===== src/rtl/irq_enable_pending_pkg.sv =====
// Shared encodings for the machine-interrupt enable/pending unit:
// CSR operation codes, register select values and the request FSM states.
package irq_pkg;

  localparam logic [1:0] OP_NONE  = 2'b00;
  localparam logic [1:0] OP_WRITE = 2'b01;
  localparam logic [1:0] OP_SET   = 2'b10;
  localparam logic [1:0] OP_CLR   = 2'b11;

  localparam logic SEL_ENABLE  = 1'b0;
  localparam logic SEL_PENDING = 1'b1;

  typedef enum logic [1:0] {
    IDLE = 2'd0,
    REQ  = 2'd1,
    GAP  = 2'd2
  } state_t;

endpackage


===== src/rtl/irq_enable_pending_prio_enc.sv =====
// Lowest-index-wins priority encoder over the active interrupt vector.
// Purely combinational; idx is zero when nothing is active.
module irq_prio_enc #(
  parameter int N    = 4,
  parameter int ID_W = 2
) (
  input  logic [N-1:0]    req,
  output logic            any,
  output logic [ID_W-1:0] idx
);

  always_comb begin
    any = |req;
    idx = '0;
    // Scan downwards so the lowest set index is the last one assigned.
    for (int i = N - 1; i >= 0; i--) begin
      if (req[i]) begin
        idx = ID_W'(i);
      end
    end
  end

endmodule


===== src/rtl/irq_enable_pending.sv =====
// MIE/MIP register pair for NUM_IRQ machine interrupt sources with edge/level
// capture, CSR write/set/clear access and a single prioritised req/ack output.
module irq_enable_pending
  import irq_pkg::*;
#(
  parameter int                 NUM_IRQ   = 4,
  parameter int                 ID_W      = (NUM_IRQ > 1) ? $clog2(NUM_IRQ) : 1,
  parameter logic [NUM_IRQ-1:0] RST_EN    = '1,
  parameter logic [NUM_IRQ-1:0] EDGE_MASK = '1
) (
  input  logic               clk,
  input  logic               rst,
  input  logic               csr_we,
  input  logic [1:0]         csr_op,
  input  logic               csr_sel,
  input  logic [NUM_IRQ-1:0] csr_wdata,
  output logic [NUM_IRQ-1:0] csr_rdata,
  input  logic [NUM_IRQ-1:0] irq_src,
  input  logic               gie,
  output logic               irq_req,
  output logic [ID_W-1:0]    irq_id,
  input  logic               irq_ack
);

  logic [NUM_IRQ-1:0] enable_reg,  enable_next;
  logic [NUM_IRQ-1:0] pending_reg, pending_next;
  logic [NUM_IRQ-1:0] src_q_reg;
  state_t             state_reg,   state_next;
  logic [ID_W-1:0]    id_reg,      id_next;

  logic [NUM_IRQ-1:0] active;
  logic [NUM_IRQ-1:0] ack_mask;
  logic [NUM_IRQ-1:0] pend_after_ack;
  logic [NUM_IRQ-1:0] pend_sw;
  logic [NUM_IRQ-1:0] edge_set;
  logic               ack_fire;
  logic               win_any;
  logic [ID_W-1:0]    win_idx;

  assign active   = pending_reg & enable_reg;
  assign ack_fire = (state_reg == REQ) && irq_ack;
  assign edge_set = irq_src & ~src_q_reg;

  // One-hot decode of the acknowledged source.
  for (genvar gi = 0; gi < NUM_IRQ; gi++) begin : g_ack
    assign ack_mask[gi] = ack_fire && (id_reg == ID_W'(gi));
  end

  irq_prio_enc #(
    .N    (NUM_IRQ),
    .ID_W (ID_W)
  ) u_prio (
    .req (active),
    .any (win_any),
    .idx (win_idx)
  );

  always_comb begin
    enable_next = enable_reg;
    if (csr_we && (csr_sel == SEL_ENABLE)) begin
      case (csr_op)
        OP_WRITE: enable_next = csr_wdata;
        OP_SET:   enable_next = enable_reg | csr_wdata;
        OP_CLR:   enable_next = enable_reg & ~csr_wdata;
        default:  enable_next = enable_reg;
      endcase
    end
  end

  // Layering gives the collision priority: ack clear first, software op on
  // top of that, hardware edge set last so it always wins.
  always_comb begin
    pend_after_ack = pending_reg & ~ack_mask;
    pend_sw        = pend_after_ack;
    if (csr_we && (csr_sel == SEL_PENDING)) begin
      case (csr_op)
        OP_WRITE: pend_sw = csr_wdata;
        OP_SET:   pend_sw = pend_after_ack | csr_wdata;
        OP_CLR:   pend_sw = pend_after_ack & ~csr_wdata;
        default:  pend_sw = pend_after_ack;
      endcase
    end
    pending_next = ((pend_sw | edge_set) & EDGE_MASK) | (irq_src & ~EDGE_MASK);
  end

  always_comb begin
    state_next = state_reg;
    id_next    = id_reg;
    case (state_reg)
      IDLE: begin
        if (gie && win_any) begin
          state_next = REQ;
          id_next    = win_idx;
        end
      end
      REQ: begin
        // id stays frozen here; only ack or withdrawal can leave.
        if (irq_ack) begin
          state_next = GAP;
        end else if (!active[id_reg] || !gie) begin
          state_next = IDLE;
        end
      end
      GAP:     state_next = IDLE;
      default: state_next = IDLE;
    endcase
  end

  always_ff @(posedge clk or posedge rst) begin
    if (rst) begin
      enable_reg  <= RST_EN;
      pending_reg <= '0;
      src_q_reg   <= '0;
      state_reg   <= IDLE;
      id_reg      <= '0;
    end else begin
      enable_reg  <= enable_next;
      pending_reg <= pending_next;
      src_q_reg   <= irq_src;
      state_reg   <= state_next;
      id_reg      <= id_next;
    end
  end

  assign csr_rdata = (csr_sel == SEL_PENDING) ? pending_reg : enable_reg;
  assign irq_req   = (state_reg == REQ);
  assign irq_id    = id_reg;

endmodule


===== config.mk =====
export PLATFORM = sky130hd
export DESIGN_NAME = irq_enable_pending
export DESIGN_NICKNAME = d
export VERILOG_FILES = /design/src/rtl/irq_enable_pending_pkg.sv /design/src/rtl/irq_enable_pending_prio_enc.sv /design/src/rtl/irq_enable_pending.sv
export SDC_FILE = /design/constraint.sdc
export NUM_CORES = 1
export LEC_CHECK = 0
export CAP_MARGIN = 20
export CORE_UTILIZATION = 46
export CTS_CLUSTER_DIAMETER = 200
export DETAILED_ROUTE_END_ITERATION = 8
export PLACE_DENSITY_LB_ADDON = 0.15
export SYNTH_ARGS = -nofsm -noshare
export SYNTH_HDL_FRONTEND = slang
export SYNTH_SLANG_ARGS = --single-unit

===== constraint.sdc =====
create_clock -name clk -period 1.6 [get_ports clk]
set_clock_uncertainty 0.05 [all_clocks]
set_input_delay 0.4 -clock clk [delete_from_list [all_inputs] [get_ports clk]]
set_output_delay 0.4 -clock clk [all_outputs]
set_load 0.02 [all_outputs]

======== Yosys cells after proc, flatten, opt, wreduce, memory -nomap -nowiden ========
Index checks and enable logic that the tools add are counted.
cells by class
  reduce and logical (&&, ||, !) cells .... 18
  bitwise gates (word level) .............. 12
  add/subtract/negate cells ............... 0
  muxes and demuxes ....................... 14
  divide/modulo/power cells ............... 0
  $lt $le $gt $ge ......................... 1
  shift operators ......................... 0
  eq/ne operators ......................... 9
  multipliers ............................. 0
operators by type and width
  cell                number
  $pmux 4 s3          2
  $and 4x4->4         5
  $mux 2              7
  $not 4->4           3
  $or 4x4->4          3
  $eq 2x2->1 const B  4
  $logic_and 1x1->1   8
  $mux 4              2
  $eq 2x1->1 const B  3
  $reduce_and 2->1    3
  $logic_not 2->1     2
  $pmux 2 s2          1
  $reduce_or 4->1     1
  $lt 2x3->1 const B  1
  $ne 3x1->1 const B  1
  $reduce_bool 3->1   1
  $bmux 1 s2          1
  $logic_not 1->1     2
  $ne 2x2->1 const B  1
  $logic_or 1x1->1    1
  $mux 1              1
  $not 1->1           1
storage, ports and cells
  bits in latches ......................... 0
  bits in registers ....................... 16
  memory bits (read-only) ................. 0
  memory bits (writable) .................. 0
  word-level logic and storage cells ...... 59
  input port bits ......................... 16
  output and inout bits ................... 7
  memories ................................ 0

======== Longest topological paths before layout ========
  depth after elaboration ................. 9
  depth in mapped cells ................... 4
  depth with buffers taken out ............ 3

======== Cells and area by module ========
Synthesis repeated with hierarchy kept, for this count alone.
unflattened totals
  cells, all modules ...................... 81
  area, all modules ....................... 877.1 um^2
by module, submodules not included
  module              area an instance (um^2)  cells each  times used
  irq_enable_pending  842.1                    74          1
  irq_prio_enc        35.0                     7           1

======== Worst setup path before layout ========
No wires, ideal clock.
  path kind ............................... input -> output
  from .................................... in csr_sel
  to ...................................... out csr_rdata[0]
  required time ........................... 1.150 ns
  stages on the path ...................... 2
  arrival time ............................ 0.965 ns
  path buffers ............................ 1
  path slack .............................. 0.185 ns
  cell sequence ........................... buf_2 mux2_2
on the way
  longest elaborated chain between the ends .. 1
RTL lines
  item         RTL line                   RTL
  from (decl)  irq_enable_pending.sv:15   input logic csr_sel,
  $mux 4       irq_enable_pending.sv:125  assign csr_rdata = (csr_sel == SEL_PENDING) ? pending_reg : enable_reg;
  to (decl)    irq_enable_pending.sv:17   output logic [NUM_IRQ-1:0] csr_rdata,
Every way passes these cells.

======== Worst setup path in the final report ========
  from .................................... reg pending_reg[1]
  to ...................................... out csr_rdata[1]
on the way
  longest elaborated chain between the ends .. 1
RTL lines
  item                    RTL line                   RTL
  from (decl)             irq_enable_pending.sv:26   logic [NUM_IRQ-1:0] pending_reg, pending_next;
  from (signal assigned)  irq_enable_pending.sv:118  pending_reg <= pending_next;
  $mux 4                  irq_enable_pending.sv:125
Every way passes these cells.

==> metrics <==
status completed; FF-to-FF path depth 4; post-synthesis sequential area ratio 46.9%; Max Clk Rate 638 MHz; Worst Path Arrival 1.12 ns; Pwr per Cell Area 1210 nW/um^2; CTS tree built; cts hold-fix bufs 0; root buffer cell clkbuf_4; Netlist cell types 25; DPL Wire Length 1.74 mm; Die Area 2060 um^2; n_diodes 0; First DRT Iteration DRCs 20; RSZ-0062 raised after global routing yes; IR drop worst, VDD 0.000661 V; first-pass GRT wire length 3.60 mm; crit end category output pin; die width 45.4 um; Pins Over Slew Limit 0; leakage power total 0.601 nW; Mapped Area 865 um^2; CTS HTree Levels 1; relative slew slack 84.2%; worst reg2reg setup slack 0.11 ns; #FFs+latches synth 16; syn_nets 94; CTS Sinks 16; final instance count without filler cells 150; RD Place Congestion 0.835; FF-to-FF Start enable_reg[1]; Synth Area per Inst 11.1 um^2; core box area 1750 um^2; Critical Path Start Type flip-flop; DIE HEIGHT 45.4 um; crit path time final 1.57 ns; number of global-route vias before repair 846; Hold WC Path Type in2async; clk_lat worst skew 0.30 ns; TNS Setup 0 ns; per-cell routed wire length 14.7 um; Layout Nets 142; initial antenna violation count 0; row count 15; Ports 23; Gate Count Post-Synth 78; Yosys warnings 0; Clock Tree Buf Depth 2; GR Overflow Total 0; post-route antenna net violation count 0; critical-path maximum fanout 3; DR vias 857; WL final 2.20 mm; CP Class reg2out; DR DRC count 0; Top FF cell, synth dfrtp_1; Reg clk slew, reported paths 0.10 ns; Cells after DPL 145; Initial Utilization 49.5%; IO buf count 22; GRT Resource Usage Total 25.4%; vias per cell 5.71; Worst Tran Pin Value 0.236 ns; Overall Power 1.59 mW; largest net degree at the start of global routing 17; Final setup viols 0; crit share post-route 98.0%; async set or reset register ratio after synthesis 100%; drt first pass iters 4; layout cell share with drive strength beyond 1 38.4%; Hold Violations, Final 0; area grow syn2layout 52.1%; worst r2r dst state_reg[0]; Num CTS Buffers 3; number of flops mapped to enable cells by yosys 0; worst path required time 1.15 ns; max cap viols 0
-- power breakdown --
| group | switching [mW] | internal [mW] |
|---|---|---|
| clock network | 0.134 | 0.139 |
| logic | 0.338 | 0.416 |
| registers | 0.0517 | 0.509 |
-- cells in the final DEF (no fill, tap or decap), types with 2 or more instances in the layout --
cell type / n
nand4_1: 5
o221ai_1: 4
o21ai_0: 8
inv_1: 7
clkbuf_4: 3
dfrtp_1: 12
a2bb2oi_1: 2
mux2i_1: 4
nor3b_1: 3
a21boi_0: 2
a22o_2: 3
buf_6: 4
nand2_1: 6
clkdlybuf4s50_1: 14
buf_4: 23
dlygate4sd2_1: 2
mux2_4: 2
buf_2: 2
dfstp_2: 4
mux2_2: 2
nand3b_1: 2
-- layer usage --
metal  up-vias  global-route usage [%]  wire [um]
li1        389                       -          -
met1       429                    29.3        884
met2        31                    45.5       1190
met3         8                    4.00         89
met4         0                    12.1         36
met5         -                       0          0
-- Yosys cell counts (2+ instances only) --
| cell type | count | area (um^2) |
|---|---|---|
| o21ai_0 | 8 | 40.0 |
| nand2_1 | 6 | 22.5 |
| nand3b_1 | 2 | 15.0 |
| dfrtp_1 | 12 | 300 |
| buf_2 | 2 | 10.0 |
| o221ai_1 | 4 | 35.0 |
| nor3b_1 | 3 | 22.5 |
| nand4_1 | 5 | 31.3 |
| dfstp_2 | 4 | 105 |
| a2bb2oi_1 | 2 | 17.5 |
| mux2_2 | 4 | 45.0 |
| mux2i_1 | 4 | 40.0 |
| a22o_2 | 3 | 30.0 |
| a21boi_0 | 2 | 15.0 |
| inv_1 | 7 | 26.3 |
-- layout make-up --
cell class	count	area, um^2
multi-input cells	53	430
fillers	134	430
flip-flops and latches	16	405
repair buffers	45	385
clock buffers	4	36.3
well taps	25	31.3
inverters	7	26.3
-- kinds of logic (layout without fill, tap and decap cells) --
| group | count (synthesis) | count (layout) | synth area share (%) |
|---|---|---|---|
| compound gates | 22 | 22 | 19.1 |
| xor+xnor | 1 | 1 | 1.88 |
| buf+inv | 9 | 56 | 4.20 |
| simple gates | 21 | 21 | 15.5 |
| flops | 16 | 16 | 46.9 |
| mux | 9 | 9 | 12.4 |
-- critical path, stage by stage, from the launching register on --
cell     delay (ns)
dfrtp_1        0.41
mux2_2         0.28
buf_6          0.13
-- worst max path at each step --
stage               slack, ns  depth (start not counted)      startpoint           end
floorplan                0.18                          2         csr_sel  csr_rdata[0]
global placement        -0.80                          3         csr_sel  csr_rdata[2]
detailed placement      -0.80                          3         csr_sel  csr_rdata[0]
CTS                    0.0003                          2   enable_reg[3]  csr_rdata[3]
global route           -0.003                          2   enable_reg[3]  csr_rdata[3]
finish                   0.03                          2  pending_reg[1]  csr_rdata[1]
-- metrics by stage --
stage	area (um^2)	setup WS (ns)	util, %	hold slack, ns
floorplan	865	0.185	-	0.261
global placement	1270	-0.795	72.8	0.410
detailed placement	1270	-0.797	72.8	0.423
CTS	1280	0.000284	73.5	0.358
global route	1320	-0.00282	75.3	0.373
finish	1320	0.0314	75.3	0.357
-- timing repair --
action                     4_1_cts  5_1_grt
setup buffers                    0        1
setup endpoints to repair        7        5
gates cloned                     0        0
gates resized for setup         26       10
No activity file was read; power rests on OpenSTA's default activity.
